===== src/rtl/muldiv_pkg.sv =====
// Shared encodings for the iterative HI/LO multiply/divide unit.
// op_legal() reflects the MULDIV_SIGNED_EN build option.
package muldiv_pkg;

  localparam int WIDTH_DEF = 32;

  typedef enum logic [1:0] {
    OP_MULTU = 2'b00,
    OP_DIVU  = 2'b01,
    OP_MULT  = 2'b10,
    OP_DIV   = 2'b11
  } op_e;

  typedef enum logic [1:0] {
    IDLE = 2'd0,
    MUL  = 2'd1,
    DIV  = 2'd2,
    DONE = 2'd3
  } state_e;

  function automatic logic op_legal(input logic [1:0] op);
`ifdef MULDIV_SIGNED_EN
    return (op == OP_MULTU) || (op == OP_DIVU) || (op == OP_MULT) || (op == OP_DIV);
`else
    return (op == OP_MULTU) || (op == OP_DIVU);
`endif
  endfunction

endpackage


===== src/rtl/muldiv_if.sv =====
// Request/result bundle between the decode/control path and the muldiv unit.
// master = core side, slave = muldiv_seq.
interface muldiv_if #(
  parameter int WIDTH = muldiv_pkg::WIDTH_DEF
);
  logic             start;
  logic [1:0]       op;
  logic [WIDTH-1:0] a;
  logic [WIDTH-1:0] b;
  logic             hilo_rd;
  logic             busy;
  logic             stall;
  logic             done;
  logic [WIDTH-1:0] hi;
  logic [WIDTH-1:0] lo;

  modport master (
    output start, op, a, b, hilo_rd,
    input  busy, stall, done, hi, lo
  );

  modport slave (
    input  start, op, a, b, hilo_rd,
    output busy, stall, done, hi, lo
  );
endinterface


===== src/rtl/muldiv_step.sv =====
// One radix-2 iteration: shift-add multiply step or restoring divide step.
// Latency: combinational. Backpressure: none, the sequencer decides when to register it.
// Multiply: {hi,lo} = {acc,mplier}, opnd = multiplicand. Divide: {hi,lo} = {rem,quo}, opnd = divisor.
module muldiv_step #(
  parameter int WIDTH = 32
) (
  input  logic             is_div,
  input  logic [WIDTH-1:0] hi_in,
  input  logic [WIDTH-1:0] lo_in,
  input  logic [WIDTH-1:0] opnd,
  output logic [WIDTH-1:0] hi_out,
  output logic [WIDTH-1:0] lo_out
);
  logic [WIDTH:0] sum;
  logic [WIDTH:0] rem_sh;

  always_comb begin
    hi_out = hi_in;
    lo_out = lo_in;
    sum    = {1'b0, hi_in} + {1'b0, (lo_in[0] ? opnd : '0)};
    // rem < divisor is invariant, so the shifted remainder fits WIDTH+1 bits
    rem_sh = {hi_in, lo_in[WIDTH-1]};
    if (is_div) begin
      if (rem_sh >= {1'b0, opnd}) begin
        hi_out = WIDTH'(rem_sh - {1'b0, opnd});
        lo_out = {lo_in[WIDTH-2:0], 1'b1};
      end else begin
        hi_out = rem_sh[WIDTH-1:0];
        lo_out = {lo_in[WIDTH-2:0], 1'b0};
      end
    end else begin
      hi_out = sum[WIDTH:1];
      lo_out = {sum[0], lo_in[WIDTH-1:1]};
    end
  end
endmodule


===== src/rtl/muldiv_seq.sv =====
// Multi-cycle MULTU/DIVU sequencer owning HI/LO; MULT/DIV added when MULDIV_SIGNED_EN is defined.
// Latency: WIDTH+2 cycles start-to-done (2 for divide by zero); HI/LO update atomically with done.
// Backpressure: stall = busy & (hilo_rd | start); a start is only taken while idle.
module muldiv_seq
  import muldiv_pkg::*;
#(
  parameter int WIDTH = WIDTH_DEF
) (
  input  logic    clk,
  input  logic    rst,
  muldiv_if.slave bus
);
  localparam int            CW   = $clog2(WIDTH + 1);
  localparam logic [CW-1:0] LAST = CW'(WIDTH - 1);

  state_e           state, state_nxt;
  logic [CW-1:0]    cnt;
  logic [WIDTH-1:0] w_hi, w_lo, w_opnd;
  logic [WIDTH-1:0] hi_q, lo_q;
  logic             done_q;
  logic             busy, accept, div_op, div_zero, step_div;
  logic [WIDTH-1:0] step_hi, step_lo;
  logic [WIDTH-1:0] mag_a, mag_b;
  logic [WIDTH-1:0] res_hi, res_lo;

  assign busy     = (state != IDLE);
  assign accept   = (state == IDLE) && bus.start && op_legal(bus.op);
  assign div_op   = bus.op[0];
  assign div_zero = div_op && (bus.b == '0);
  assign step_div = (state == DIV);

`ifdef MULDIV_SIGNED_EN
  logic sgn_op;
  logic neg_prod_q, neg_quo_q, neg_rem_q;

  assign sgn_op = bus.op[1];
  assign mag_a  = (sgn_op && bus.a[WIDTH-1]) ? -bus.a : bus.a;
  assign mag_b  = (sgn_op && bus.b[WIDTH-1]) ? -bus.b : bus.b;

  // Divide by zero returns raw operands, so it never takes a sign fix
  always_ff @(posedge clk) begin
    if (rst) begin
      neg_prod_q <= 1'b0;
      neg_quo_q  <= 1'b0;
      neg_rem_q  <= 1'b0;
    end else if (accept) begin
      neg_prod_q <= sgn_op && !div_op && (bus.a[WIDTH-1] ^ bus.b[WIDTH-1]);
      neg_quo_q  <= sgn_op && div_op && !div_zero && (bus.a[WIDTH-1] ^ bus.b[WIDTH-1]);
      neg_rem_q  <= sgn_op && div_op && !div_zero && bus.a[WIDTH-1];
    end
  end

  always_comb begin
    res_hi = w_hi;
    res_lo = w_lo;
    if (neg_prod_q) {res_hi, res_lo} = -{w_hi, w_lo};
    if (neg_quo_q)  res_lo = -w_lo;
    if (neg_rem_q)  res_hi = -w_hi;
  end
`else
  assign mag_a  = bus.a;
  assign mag_b  = bus.b;
  assign res_hi = w_hi;
  assign res_lo = w_lo;
`endif

  muldiv_step #(.WIDTH(WIDTH)) u_step (
    .is_div (step_div),
    .hi_in  (w_hi),
    .lo_in  (w_lo),
    .opnd   (w_opnd),
    .hi_out (step_hi),
    .lo_out (step_lo)
  );

  always_ff @(posedge clk) begin
    if (rst) state <= IDLE;
    else     state <= state_nxt;
  end

  always_comb begin
    state_nxt = state;
    case (state)
      IDLE:     if (accept) state_nxt = div_zero ? DONE : (div_op ? DIV : MUL);
      MUL, DIV: if (cnt == LAST) state_nxt = DONE;
      DONE:     state_nxt = IDLE;
      default:  state_nxt = IDLE;
    endcase
  end

  always_ff @(posedge clk) begin
    if (rst) begin
      cnt    <= '0;
      w_hi   <= '0;
      w_lo   <= '0;
      w_opnd <= '0;
      hi_q   <= '0;
      lo_q   <= '0;
      done_q <= 1'b0;
    end else begin
      done_q <= 1'b0;
      case (state)
        IDLE: begin
          if (accept) begin
            cnt <= '0;
            if (div_zero) begin
              w_hi   <= bus.a;
              w_lo   <= '1;
              w_opnd <= '0;
            end else if (div_op) begin
              w_hi   <= '0;
              w_lo   <= mag_a;
              w_opnd <= mag_b;
            end else begin
              w_hi   <= '0;
              w_lo   <= mag_b;
              w_opnd <= mag_a;
            end
          end
        end
        MUL, DIV: begin
          w_hi <= step_hi;
          w_lo <= step_lo;
          cnt  <= cnt + CW'(1);
        end
        DONE: begin
          hi_q   <= res_hi;
          lo_q   <= res_lo;
          done_q <= 1'b1;
        end
        default: ;
      endcase
    end
  end

  assign bus.busy  = busy;
  assign bus.stall = busy & (bus.hilo_rd | bus.start);
  assign bus.done  = done_q;
  assign bus.hi    = hi_q;
  assign bus.lo    = lo_q;
endmodule


===== src/flat_wrapper.sv =====
// flat-port wrapper written by rule: the top's interface ports become plain ports
module muldiv_seq_flat import muldiv_pkg::*;
#(
  parameter int WIDTH = WIDTH_DEF
)
  (clk, rst, bus_start, bus_op, bus_a, bus_b, bus_hilo_rd, bus_busy, bus_stall, bus_done, bus_hi, bus_lo);
  muldiv_if #(.WIDTH(WIDTH)) bus_i ();
  input  logic clk;
  input  logic rst;
  input wire logic [$bits(bus_i.start)-1:0] bus_start;
  input wire logic [$bits(bus_i.op)-1:0] bus_op;
  input wire logic [$bits(bus_i.a)-1:0] bus_a;
  input wire logic [$bits(bus_i.b)-1:0] bus_b;
  input wire logic [$bits(bus_i.hilo_rd)-1:0] bus_hilo_rd;
  output wire logic [$bits(bus_i.busy)-1:0] bus_busy;
  output wire logic [$bits(bus_i.stall)-1:0] bus_stall;
  output wire logic [$bits(bus_i.done)-1:0] bus_done;
  output wire logic [$bits(bus_i.hi)-1:0] bus_hi;
  output wire logic [$bits(bus_i.lo)-1:0] bus_lo;
  assign bus_i.start = bus_start;
  assign bus_i.op = bus_op;
  assign bus_i.a = bus_a;
  assign bus_i.b = bus_b;
  assign bus_i.hilo_rd = bus_hilo_rd;
  assign bus_busy = bus_i.busy;
  assign bus_stall = bus_i.stall;
  assign bus_done = bus_i.done;
  assign bus_hi = bus_i.hi;
  assign bus_lo = bus_i.lo;
  muldiv_seq #(.WIDTH(WIDTH)) u_core (.clk(clk), .rst(rst), .bus(bus_i));
endmodule

===== config.mk =====
export PLATFORM = sky130hd
export DESIGN_NAME = muldiv_seq_flat
export DESIGN_NICKNAME = d
export VERILOG_FILES = /design/src/rtl/muldiv_pkg.sv /design/src/rtl/muldiv_if.sv /design/src/rtl/muldiv_step.sv /design/src/rtl/muldiv_seq.sv /design/src/flat_wrapper.sv
export SDC_FILE = /design/constraint.sdc
export NUM_CORES = 1
export LEC_CHECK = 0
export BUFFER_PORTS_ARGS = -buffer_cell sky130_fd_sc_hd__buf_2
export CORE_MARGIN = 2
export CORE_UTILIZATION = 57
export CTS_CLUSTER_SIZE = 12
export DETAILED_ROUTE_END_ITERATION = 7
export PLACE_DENSITY = 0.83
export SLEW_MARGIN = 10
export SYNTH_ARGS = -nofsm -noshare
export SYNTH_HDL_FRONTEND = slang
export SYNTH_SLANG_ARGS = --single-unit

===== constraint.sdc =====
create_clock -name clk -period 5.1 [get_ports clk]
set_input_delay 0.51 -clock clk [delete_from_list [all_inputs] [get_ports clk]]
set_output_delay 0.51 -clock clk [all_outputs]
set_load 0.005 [all_outputs]

==> flow_summary.yaml <==
final_layout:
  syn_to_final_growth_pct: 11.0
  final_cell_area_um2: 13300
  multi_input_area_um2: 7930
  nFillCells: 1746
  regArea_um2: 3380
  drive_above_1_share_pct: 16.8
  nets: 1672
  diodes: 0
  mostFrequentLayoutCell: "dfxtp_1"
  final_cell_mix: "dfxtp_1, nor2_1, nand2_1, buf_2, a21oi_1"
floorplanning:
  dieArea_um2: 22100
  chipWidth_um: 149
  start_util_pct: 58.6
  rows: 52
  die_h_um: 149
  core-area_um2: 20400
  ios: 137
synth:
  synth.distinct_cells: 73
  postSynthCellCount: 1470
  yosys_register_bits: 169
  synth_flop_cell: "dfxtp_1"
  async_reset_ff_share_pct: 0
  synth_area_um2: 11900
  synth_nets: 1611
  synth_edf_count: 0
  postSynthAreaPerCell_um2: 8.12
  synth_seq_area_share_pct: 28.3
  ys_warn_count: 0
cts:
  cts_max_path_buffers: 2
  worstSkewPairLatency_ns: 0.45
  cts_buffers: 17
  cts_setup_buffers: 0
  clkTransAtPathRegs_ns: 0.08
  cts_resized: 0
  clkSinkCount: 169
  cts_tree: "built"
  htree_levels: 4
  cts-root-buf: "clkbuf_16"
  postCtsHoldBufs: 0
sta:
  worstMarginPinSlew_ns: 0.900
  fin_setup_tns_ns: 0
  finalHoldViolations: 0
  slew_violations: 0
  setup_ws_ns: 1.27
  post-route-period-util_pct: 75.1
  fin_skew_ns: 0.0111
  layout_min_cycle_time_ns: 3.83
  grt_setup_unrepaired: "no"
  setup_violations: 0
  relSlewSlack_pct: 39.8
  fmax_ghz: 0.261
placed_design:
  gp_congestion: 1.07
  place_area_um2: 12700
  io_buffers: 136
  hpwl_mm: 30.1
  pre_cts_ws_ns: 1.45
critical_path:
  crit_chain: "and2_1 > ha_1 > fa_1 > a211oi_1 > o211ai_1 > a21boi_0 > o21ai_1 > a21oi_1 > o21ba_2 > o311ai_1 > o41ai_1 > nor2_1"
  reg2reg_from: "u_core.res_lo[0]"
  r2r_setup_slack_ns: 1.27
  worstPathRequired_ns: 5.43
  end_kind: "register"
  max_stage_delay_ns: 0.49
  worst-path-buf-inv: 0
  crit_family: "compound AO/OA/AOI/OAI gates"
  path_max_fanout: 15
  critPathLaunchType: "register"
  reg2reg_depth: 12
  cp.arrival_ns: 4.16
  timing.rr.end: "u_core.res_hi[31]"
  crit_path_top_delay_cell: "dfxtp_1"
  critical_path_class: "reg -> reg"
global_routing:
  grt_pass1_wl_mm: 64.3
  track_usage_pct: 37.1
  grt.overflow.total: 0
  grt_antenna_before_repair: 0
  grt_pass1_vias: 11506
  grt_max_degree: 110
power_and_ir_drop:
  leakage_nw: 5.19
  power_mw: 9.44
  ir_drop_v: 0.000502
  powerDensity_nw_per_um2: 712
hold_path:
  hold_depth: 3
  min-delay-start: "bus_a[3]"
  hold_path_class: "in -> reg"
  min_to: "u_core.res_hi[3]"
routing:
  num_vias: 12266
  first_pass_iters: 6
  drc_errors: 0
  viasPerCell: 6.76
  wire_per_inst_um: 22.9
  first_iter_violations: 1375
  routed_wl_mm: 41.6
  drtAntennaViolNets: 0
job:
  drv_cap: 0
outcome:
  status: "complete, no violations"
==> how the worst max path moves through the flow <==
stage / end / slack, ns / cells past startpoint / from
after floorplan: u_core.res_hi[23] / 2.14 / 12 / u_core.res_lo[0]
after global placement: u_core.res_hi[24] / 1.50 / 12 / u_core.res_lo[0]
after detailed placement: u_core.res_hi[31] / 1.45 / 12 / u_core.res_lo[0]
after CTS: u_core.res_hi[31] / 1.42 / 12 / u_core.res_lo[0]
after global routing: u_core.res_hi[31] / 1.03 / 12 / u_core.res_lo[0]
final: u_core.res_hi[31] / 1.27 / 12 / u_core.res_lo[0]
==> report_power, final <==
group	total, mW	switching (mW)	internal [mW]
Clock	1.31	0.660	0.655
Sequential	1.98	0.377	1.60
Combinational	6.15	3.97	2.18
Total	9.44	5.01	4.43
==> sequential cells by signal, indices dropped and copies added, names as in the netlist <==
signal / count
u_core.res_lo: 32
u_core.state: 2
u_core.w_opnd: 32
u_core.res_hi: 32
u_core.cnt: 6
u_core.bus.lo: 32
u_core.bus.done: 1
u_core.bus.hi: 32
==> area by class of cell <==
class | instances | area share [%]
inverter | 52 | 1.47
sequential | 169 | 25.5
clock buffer | 18 | 3.24
clock inverter | 14 | 1.16
multi-input combinational | 1138 | 59.8
timing repair buffer | 153 | 6.21
tap | 270 | 2.55
==> cells by family after synthesis <==
| family | after synthesis | share of synthesized area (%) |
|---|---|---|
| xor+xnor | 58 | 4.26 |
| flops | 169 | 28.3 |
| simple gates | 442 | 16.5 |
| buf+inv | 163 | 5.61 |
| fa+ha+maj | 71 | 7.57 |
| compound gates | 469 | 29.1 |
| mux | 98 | 8.57 |
==> per-stage QoR <==
stage | hold WS (ns) | utilization, % | instances
floorplan | 0.453 | - | 1470
global placement | 0.463 | 62.2 | 1782
detailed placement | 0.475 | 62.2 | 1782
CTS | 0.379 | 65.1 | 1814
global route | 0.397 | 65.1 | 1814
finish | 0.381 | 65.1 | 1814
==> worst min-delay path, stage by stage <==
cell and delay [ns]:
buf_2 0.13, nand2_1 0.06, a311oi_1 0.08
==> cells in the mapped netlist, types with 13 or more instances <==
library cell	n	area, um^2
a221oi_1	52	455
o21ai_0	33	165
o221ai_1	33	289
a21o_1	18	135
a311oi_1	46	403
o21ai_1	32	160
xnor2_1	29	254
mux2_2	30	338
ha_1	69	863
nand4_1	14	87.6
nor3_1	16	80.1
nand3_1	20	100
mux2i_1	67	671
nand2_1	152	571
clkbuf_1	78	293
buf_2	19	95.1
xor2_1	29	254
dfxtp_1	169	3380
nor4_1	13	81.3
a211oi_1	54	405
inv_1	52	195
nor2_1	152	571
and2_1	39	244
a21oi_1	91	455
a31oi_1	15	93.8
==> per-layer routing <==
layer	wire, um	vias to the layer above	share of wire [%]	GRT usage [%]
met4	2160	0	5.2	19.6
met1	16900	5715	41	48.9
met3	4210	178	10	6.96
met5	0	-	0	0
met2	18300	768	44	57.9
li1	-	5605	-	-
Note: power is estimated with default switching activity, not from simulation.
